==> src/rtl/alu_pkg.sv <==
// -----------------------------------------------------------------------------
// alu_pkg
// Shared definitions for the ALU slice: data width, opcode constants for the
// alu_ctrl decoder, the shift-unit mode encoding and a small zero-test helper.
// Imported by alu_shifter, alu_module and the bench so that every user agrees
// on the opcode map.
// -----------------------------------------------------------------------------
package alu_pkg;

  localparam int DATA_W  = 32;
  localparam int CTRL_W  = 6;
  localparam int SHAMT_W = $clog2(DATA_W);

  // Opcode map for alu_ctrl; every value from 16 up to 63 is reserved.
  localparam logic [CTRL_W-1:0] ALU_ADD  = 6'd0;
  localparam logic [CTRL_W-1:0] ALU_SUB  = 6'd1;
  localparam logic [CTRL_W-1:0] ALU_AND  = 6'd2;
  localparam logic [CTRL_W-1:0] ALU_OR   = 6'd3;
  localparam logic [CTRL_W-1:0] ALU_XOR  = 6'd4;
  localparam logic [CTRL_W-1:0] ALU_NOR  = 6'd5;
  localparam logic [CTRL_W-1:0] ALU_SLT  = 6'd6;
  localparam logic [CTRL_W-1:0] ALU_SLTU = 6'd7;
  localparam logic [CTRL_W-1:0] ALU_SLL  = 6'd8;
  localparam logic [CTRL_W-1:0] ALU_SRL  = 6'd9;
  localparam logic [CTRL_W-1:0] ALU_SRA  = 6'd10;
  localparam logic [CTRL_W-1:0] ALU_MIN  = 6'd11;
  localparam logic [CTRL_W-1:0] ALU_MAX  = 6'd12;
  localparam logic [CTRL_W-1:0] ALU_NOT  = 6'd13;
  localparam logic [CTRL_W-1:0] ALU_MUL  = 6'd14;
  localparam logic [CTRL_W-1:0] ALU_LUI  = 6'd15;

  // Shift unit mode; SHIFT_PASS returns the operand unchanged when no
  // shift opcode is selected.
  typedef enum logic [1:0] {
    SHIFT_SLL  = 2'd0,
    SHIFT_SRL  = 2'd1,
    SHIFT_SRA  = 2'd2,
    SHIFT_PASS = 2'd3
  } shift_mode_e;

  // True when every bit of the word is clear.
  function automatic logic is_zero(input logic [DATA_W-1:0] value);
    return (value == {DATA_W{1'b0}});
  endfunction

endpackage

==> src/rtl/alu_shifter.sv <==
// -----------------------------------------------------------------------------
// alu_shifter
// Combinational barrel shifter used by the ALU for SLL, SRL and SRA.
// Ports:
//   data   - operand to shift (DATA_W bits)
//   shamt  - shift amount, 0..DATA_W-1
//   mode   - SHIFT_SLL / SHIFT_SRL / SHIFT_SRA / SHIFT_PASS
//   result - shifted value (DATA_W bits)
// -----------------------------------------------------------------------------
module alu_shifter
  import alu_pkg::*;
(
  input  logic [DATA_W-1:0]  data,
  input  logic [SHAMT_W-1:0] shamt,
  input  shift_mode_e        mode,
  output logic [DATA_W-1:0]  result
);

  // Select the shift flavour; SRA replicates the sign bit via a signed shift.
  always_comb begin
    result = data;
    case (mode)
      SHIFT_SLL:  result = data << shamt;
      SHIFT_SRL:  result = data >> shamt;
      SHIFT_SRA:  result = $unsigned($signed(data) >>> shamt);
      SHIFT_PASS: result = data;
      default:    result = data;
    endcase
  end

endmodule

==> src/rtl/alu_module.sv <==
// -----------------------------------------------------------------------------
// alu_module
// Single-stage registered ALU. Operands and opcode are sampled on every rising
// clk edge and the result appears on res one cycle later; zero is registered
// alongside res so it always describes the value currently on res.
// Ports:
//   clk      - clock, all state on the rising edge
//   rst      - synchronous active-high reset (res=0, zero=1), beats any op
//   num1     - operand A, two's complement
//   num2     - operand B, two's complement
//   alu_ctrl - operation select (see alu_pkg), 16..63 reserved -> res=0
//   res      - registered result
//   zero     - registered flag, 1 when res is all-zero
// -----------------------------------------------------------------------------
module alu_module
  import alu_pkg::*;
(
  input  logic              clk,
  input  logic              rst,
  input  logic [DATA_W-1:0] num1,
  input  logic [DATA_W-1:0] num2,
  input  logic [CTRL_W-1:0] alu_ctrl,
  output logic [DATA_W-1:0] res,
  output logic              zero
);

  shift_mode_e       shift_mode_s;
  logic [DATA_W-1:0] shift_result_s;
  logic              lt_signed_s;
  logic              lt_unsigned_s;
  logic [DATA_W-1:0] mul_s;
  logic [DATA_W-1:0] result_s;
  logic [DATA_W-1:0] res_r;
  logic              zero_r;

  // Shared comparators: SLT/SLTU use them directly, MIN/MAX pick an operand.
  assign lt_signed_s   = ($signed(num1) < $signed(num2));
  assign lt_unsigned_s = (num1 < num2);

  // Lower word of the product; the upper half is intentionally dropped.
  assign mul_s = num1 * num2;

  // Map the shift opcodes onto the shifter mode; everything else passes.
  always_comb begin
    shift_mode_s = SHIFT_PASS;
    case (alu_ctrl)
      ALU_SLL: shift_mode_s = SHIFT_SLL;
      ALU_SRL: shift_mode_s = SHIFT_SRL;
      ALU_SRA: shift_mode_s = SHIFT_SRA;
      default: shift_mode_s = SHIFT_PASS;
    endcase
  end

  alu_shifter u_shifter (
    .data   (num1),
    .shamt  (num2[SHAMT_W-1:0]),
    .mode   (shift_mode_s),
    .result (shift_result_s)
  );

  // Next-result mux; reserved opcodes fall through to zero.
  always_comb begin
    result_s = {DATA_W{1'b0}};
    case (alu_ctrl)
      ALU_ADD:  result_s = num1 + num2;
      ALU_SUB:  result_s = num1 - num2;
      ALU_AND:  result_s = num1 & num2;
      ALU_OR:   result_s = num1 | num2;
      ALU_XOR:  result_s = num1 ^ num2;
      ALU_NOR:  result_s = ~(num1 | num2);
      ALU_SLT:  result_s = {{(DATA_W-1){1'b0}}, lt_signed_s};
      ALU_SLTU: result_s = {{(DATA_W-1){1'b0}}, lt_unsigned_s};
      ALU_SLL,
      ALU_SRL,
      ALU_SRA:  result_s = shift_result_s;
      ALU_MIN:  result_s = lt_signed_s ? num1 : num2;
      ALU_MAX:  result_s = lt_signed_s ? num2 : num1;
      ALU_NOT:  result_s = ~num1;
      ALU_MUL:  result_s = mul_s;
      ALU_LUI:  result_s = {num2[15:0], 16'h0000};
      default:  result_s = {DATA_W{1'b0}};
    endcase
  end

  // Output register stage; zero is derived from the same next value as res.
  always_ff @(posedge clk) begin
    if (rst) begin
      res_r  <= {DATA_W{1'b0}};
      zero_r <= 1'b1;
    end else begin
      res_r  <= result_s;
      zero_r <= is_zero(result_s);
    end
  end

  assign res  = res_r;
  assign zero = zero_r;

endmodule

==> config.mk <==
export PLATFORM = sky130hd
export DESIGN_NAME = alu_module
export DESIGN_NICKNAME = d
export VERILOG_FILES = /design/src/rtl/alu_pkg.sv /design/src/rtl/alu_shifter.sv /design/src/rtl/alu_module.sv
export SDC_FILE = /design/constraint.sdc
export NUM_CORES = 2
export LEC_CHECK = 0
export ABC_AREA = 0
export BUFFER_PORTS_ARGS = -buffer_cell sky130_fd_sc_hd__buf_2
export CORE_AREA = 8 8 258 260
export DETAILED_ROUTE_END_ITERATION = 12
export DIE_AREA = 0 0 266 268
export GPL_TIMING_DRIVEN = 0
export PLACE_DENSITY_LB_ADDON = 0.08
export SYNTH_ARGS = -nofsm -noshare
export SYNTH_HDL_FRONTEND = slang
export SYNTH_HIERARCHICAL = 1
export SYNTH_SLANG_ARGS = --single-unit
==> constraint.sdc <==
create_clock -name clk -period 9.8 [get_ports clk]
set_input_delay 0.98 -clock clk [delete_from_list [all_inputs] [get_ports clk]]
set_output_delay 0.98 -clock clk [all_outputs]
set_load 0.03 [all_outputs]
# Word level (Yosys, flattened, before mapping)
# Index checks and enable logic that the tools add are counted.
# classes
bitwise_logic,5
addsub,2
order_cmp,2
n_eq_ne,18
n_mux,5
shift,3
n_mul,1
n_reduce_logical,4
# ops
cell,n
32-bit case mux with 14 select lines,1
32-bit case mux with 4 select lines,1
32-bit less-than comparator,2
32-bit 2-to-1 mux,2
32-bit NOT,2
6-bit by 4-bit == test with 1-bit output (second input constant),8
32-bit adder,1
32-bit bitwise AND,1
32-bit zero test,1
32-bit by 32-bit multiplier with 32-bit output,1
32-bit bitwise OR,1
32-bit by 5-bit left shift with 32-bit output,1
32-bit by 5-bit >> shifter with 32-bit output,1
32-bit by 5-bit >>> shifter with 32-bit output,1
32-bit subtractor,1
32-bit XOR,1
6-bit by 3-bit == test with 1-bit output (second input constant),4
6-bit by 2-bit == test with 1-bit output (second input constant),2
6-bit by 1-bit == test with 1-bit output (second input constant),1
6-bit zero test,1
2-bit case mux with 3 select lines,1
2-bit == test (second input constant),2
3-bit OR reduction,1
2-bit by 1-bit == test with 1-bit output (second input constant),1
2-bit zero test,1
# totals
word_cells,42
out_inout_bits,33
input_bits,72
ff_bits,33

# Depth between registers and ports, before layout
# logic_depth
word_depth,6
mapped_depth,31

# By module
# Netlist, hierarchy kept.
# by_module_without_submodules
mod,cells_each,seq_area_each_um2,area_each_um2,n_inst
alu_module,2841,660.6,22622.9,1
alu_shifter,648,0.0,5146.2,1

# Least setup slack after synthesis
# No wires, ideal clock.
# synth_path
path_kind,input to register
start,in num2[2]
end,reg zero_r (netlist: zero)
t_required_ns,9.740
arrival_ns,8.426
stages,29
setup_slack_ns,1.314
setup_ns,0.060
n_path_buf,2
path_cell_list,clkbuf_1 > inv_1 > clkbuf_1 > nor2_1 > fa_1 > inv_1 > fa_1 > fa_1 > fa_1 > inv_1 > fa_1 > inv_1 > fa_1 > inv_1 > fa_1 > fa_1 > ha_1 > a21o_1 > a21oi_1 > o21ai_0 > a21oi_1 > o211ai_1 > a41o_1 > xnor2_1 > nor2_1 > a2111oi_0 > or4bb_1 > nor4_1 > a41o_1
# synth_via
elab_chain_cells,4
# synth_lines
element,line,text
start: declaration,alu_module.sv:21,"input logic [DATA_W-1:0] num2,"
branches (longest 2 deep; another with 32-bit by 32-bit multiplier with 32-bit output),--,
32-bit case mux with 14 select lines (*),alu_module.sv:64,case (alu_ctrl)
32-bit zero test (*),alu_pkg.sv:43,return (value == {DATA_W{1'b0}});
end signal: assignment,alu_module.sv:92,zero_r <= is_zero(result_s);
end: declaration,alu_module.sv:34,logic zero_r;
# Mark *: on every way between the ends.
# A chain may end at the register's enable or synchronous reset.

# Worst setup path in the final report
# layout_path
start,in num2[18]
end,reg zero_r (netlist: zero)
# layout_via
elab_chain_cells,4
# layout_lines
element,line
branches (longest 2 deep; another with 32-bit by 32-bit multiplier with 32-bit output),--
32-bit case mux with 14 select lines (*),alu_module.sv:64
32-bit zero test (*),alu_pkg.sv:43
# Marked as above.

==> metrics.txt <==
# TYPE chip_impl_metric gauge
chip_impl_info{name="status",value="finished, violations left"} 1
chip_impl_info{name="failed_checks",value="max-capacitance violations, max-slew violations"} 1
chip_impl_metric{name="netlist_instances",unit=""} 3489
chip_impl_metric{name="io_pins",unit=""} 105
chip_impl_metric{name="clkSinkCount",unit=""} 33
chip_impl_metric{name="synthesis.yosys.warnings",unit=""} 6
chip_impl_info{name="timing.critical_path.mode_cell",value="fa_1"} 1
chip_impl_info{name="library_cell_occupying_the_most_area_in_the_post_synthesis_netlist",value="fa_1"} 1
chip_impl_metric{name="dr_total_vias",unit=""} 30820
chip_impl_metric{name="number_of_hold_violations_in_the_final_report",unit=""} 0
chip_impl_info{name="worst_path_max_delay_cell",value="clkbuf_1"} 1
chip_impl_metric{name="std_cell_rows",unit=""} 92
chip_impl_metric{name="crit_path_max_incr_delay",unit="ns"} 0.88
chip_impl_info{name="critPathCaptureType",value="flop"} 1
chip_impl_metric{name="post-route-period-util",unit="%"} 99.46
chip_impl_metric{name="dr.pass1.iters",unit=""} 9
chip_impl_metric{name="synth-seq-cells",unit=""} 33
chip_impl_metric{name="drv_slew",unit=""} 6
chip_impl_metric{name="routed_wirelength",unit="um"} 168700
chip_impl_metric{name="netlist-cell-type-count",unit=""} 111
chip_impl_metric{name="synth-edff-count",unit=""} 0
chip_impl_metric{name="maxCapViolations",unit=""} 1
chip_impl_info{name="tritoncts",value="yes"} 1
chip_impl_metric{name="worst_slack",unit="ns"} 0.05315
chip_impl_metric{name="areaGrowthSynthToFinish",unit="%"} 7.061
chip_impl_metric{name="grt_start_max_net_pins",unit=""} 26
chip_impl_metric{name="max-clock-path-buffers",unit=""} 2
chip_impl_metric{name="achievable-frequency",unit="MHz"} 102.6
chip_impl_metric{name="floorplan_die_area",unit="mm^2"} 0.07129
chip_impl_info{name="clock-root-buffer",value="clkbuf_16"} 1
chip_impl_metric{name="critical_path.n_buffers_inverters",unit=""} 5
chip_impl_info{name="grt_setup_unrepaired",value="no"} 1
chip_impl_metric{name="synth_area_per_cell",unit="um^2"} 7.959
chip_impl_metric{name="finalCriticalPeriod",unit="ns"} 9.747
chip_impl_info{name="synth_area_leaders",value="fa_1 (30%), ha_1 (9.9%), nor2_1 (6.7%)"} 1
chip_impl_info{name="cpLargestDelayFamily",value="adder cells"} 1
chip_impl_metric{name="grt_pass1_vias",unit=""} 31270
chip_impl_metric{name="vias_per_cell",unit=""} 6.955
chip_impl_metric{name="gp_routability_congestion",unit=""} 1.173
chip_impl_metric{name="groute.usage.overall",unit="%"} 46.52
chip_impl_info{name="class_of_the_most_critical_hold_timing_path",value="in -> reg"} 1
chip_impl_metric{name="detail-route-antenna-nets",unit=""} 0
chip_impl_metric{name="finish.net_count",unit=""} 4275
chip_impl_metric{name="cp.arrival",unit="ns"} 9.97
chip_impl_metric{name="crit_path_max_fanout",unit=""} 10
chip_impl_metric{name="detail_route.wl_per_cell",unit="um"} 38.07
chip_impl_metric{name="numCtsBuffers",unit=""} 5
chip_impl_metric{name="dr.first_iter.drc_count",unit=""} 5069
chip_impl_metric{name="worst-slew-pin-transition",unit="ns"} 1.593
chip_impl_metric{name="cts-htree-levels",unit=""} 2
chip_impl_metric{name="die_height",unit="um"} 268
chip_impl_info{name="timing_worst_setup_path_type",value="in -> reg"} 1
chip_impl_metric{name="finish.utilization",unit="%"} 47.65
chip_impl_metric{name="initial_core_util",unit="%"} 44.51
chip_impl_info{name="hold_path_startpoint",value="rst"} 1
chip_impl_metric{name="grt_pass1_wl",unit="um"} 235400
chip_impl_metric{name="post_synth_instance_area",unit="mm^2"} 0.02777
chip_impl_metric{name="port-buffer-count",unit=""} 103
chip_impl_metric{name="number_of_antenna_violations_at_the_first_check_in_global_routing",unit=""} 18
chip_impl_metric{name="timing.max_slew.rel_slack",unit="%"} -6.458
chip_impl_metric{name="fp.coreArea",unit="mm^2"} 0.06239
chip_impl_metric{name="synth-async-reset-ratio",unit="%"} 0
chip_impl_metric{name="synthDominantCellAreaShare",unit="%"} 29.56
chip_impl_info{name="worst_setup_path_start_kind",value="input pin"} 1
chip_impl_metric{name="setup-violations-final",unit=""} 0
chip_impl_metric{name="synth_nets",unit=""} 4190
chip_impl_info{name="ys.flop_type",value="dfxtp_1"} 1
chip_impl_info{name="hold_end",value="res[18]$_SDFF_PP0_"} 1
chip_impl_metric{name="die-width",unit="um"} 266
chip_impl_metric{name="worst_setup_hold_path_clk_slew",unit="ns"} 0.05
chip_impl_metric{name="drive_gt1_share",unit="%"} 10.41
chip_impl_metric{name="pre_cts_slack",unit="ns"} -2.111
chip_impl_metric{name="place.detailed.hpwl",unit="um"} 135700
chip_impl_metric{name="drcViolationCount",unit=""} 0
chip_impl_metric{name="ys_seq_area_share",unit="%"} 2.379
chip_impl_metric{name="global_route.overflow_total",unit=""} 0
chip_impl_metric{name="min_delay_path_depth",unit=""} 2
chip_impl_metric{name="worst-endpoint-required",unit="ns"} 10.03
chip_impl_metric{name="cts.hold.buffers_added",unit=""} 0
-- sequential cells by signal, summed over array words and instances (netlist names) --
signal,flops
zero,1
res,32
-- what timing repair did --
item / CTS / global route
gates resized for setup: 54 / 77
setup endpoints to repair: 15 / 1
setup buffers: 0 / 3
pin swaps: 0 / 0
gates cloned: 0 / 0
-- per-layer routing --
metal  up-vias  part of all wire [%]  global-route usage [%]
met5         -                 0.063                       0
met4        16                    12                   43.38
met3      1036                    14                   19.78
met2      2806                    41                   68.97
met1     15010                    32                   49.97
li1      11950                     -                       -
-- logic make-up (layout without fill, tap and decap cells) --
family,after synthesis,after routing,share of synthesized area [%]
compound gates,673,673,17.54
xor+xnor,94,94,2.965
fa+ha+maj,629,629,39.43
other cells,0,10,0
flops,33,33,2.379
mux,143,143,8.336
simple gates,1167,1167,18.32
buf+inv,750,836,11.03
-- cell usage in the layout (no fill, tap or decap), drive strengths merged, types with 14 or more instances in the layout --
cell / instances
xnor2: 77
a211o: 16
mux4: 64
ha: 219
a21o: 21
dfxtp: 33
nand4: 22
nor3: 51
a22oi: 29
nand2b: 17
a31oi: 21
nor2b: 34
a221oi: 32
nor4: 25
o22ai: 19
a211oi: 30
nor2: 499
mux2i: 49
fa: 410
o21bai: 15
clkbuf: 158
a221o: 24
a222oi: 24
xor2: 17
inv: 480
and3: 14
o221ai: 20
buf: 179
o21ai: 99
a21oi: 153
nand2: 386
o31ai: 14
nand3: 52
mux2: 30
o211ai: 39
-- stage by stage --
stage	instance area (um^2)	TNS, ns	std cells	hold slack (ns)
floorplan	27770	0	3489	1.052
global placement	29340	-10.06	4438	1.228
finish	29730	0	4431	0.9501
CTS	29540	0	4420	0.9430
detailed placement	29340	-12.53	4438	1.235
global route	29700	0	4421	0.9511
-- layout make-up --
| type | instances | area [um^2] |
|---|---|---|
| Clock buffer | 7 | 142.6 |
| Tap cell | 846 | 1059 |
| Inverter | 495 | 1897 |
| Sequential cell | 33 | 660.6 |
| Buffer | 226 | 1184 |
| Fill cell | 6264 | 32660 |
| Clock inverter | 1 | 30.03 |
| Timing Repair Buffer | 107 | 613.1 |
| Antenna cell | 10 | 25.02 |
| Multi-Input combinational cell | 2706 | 24120 |
-- cell usage after synthesis (50+ instances only) --
cell type and number:
clkbuf_1 163, ha_1 219, mux4_2 52, nand3_1 51, inv_1 474, xnor2_1 77, nor3_1 50, o21ai_0 94
nor2_1 498, fa_1 410, nand2_1 386, a21oi_1 153
-- worst max path at each step --
stage / start / endpoint / slack (ns) / depth (start not counted)
5_1_grt: num1[5] / zero$_SDFF_PP1_ / 0.000005 / 32
3_5_place_dp: num1[6] / zero$_SDFF_PP1_ / -2.11 / 32
2_1_floorplan: num2[2] / zero$_SDFF_PP1_ / 1.31 / 29
4_1_cts: num1[7] / zero$_SDFF_PP1_ / 0.002 / 30
6_report: num2[18] / zero$_SDFF_PP1_ / 0.05 / 26
3_3_place_gp: num1[6] / zero$_SDFF_PP1_ / -1.93 / 31
Power is not shown: default switching activity piles up to over one toggle a cycle in this logic, so the estimate is an artifact.
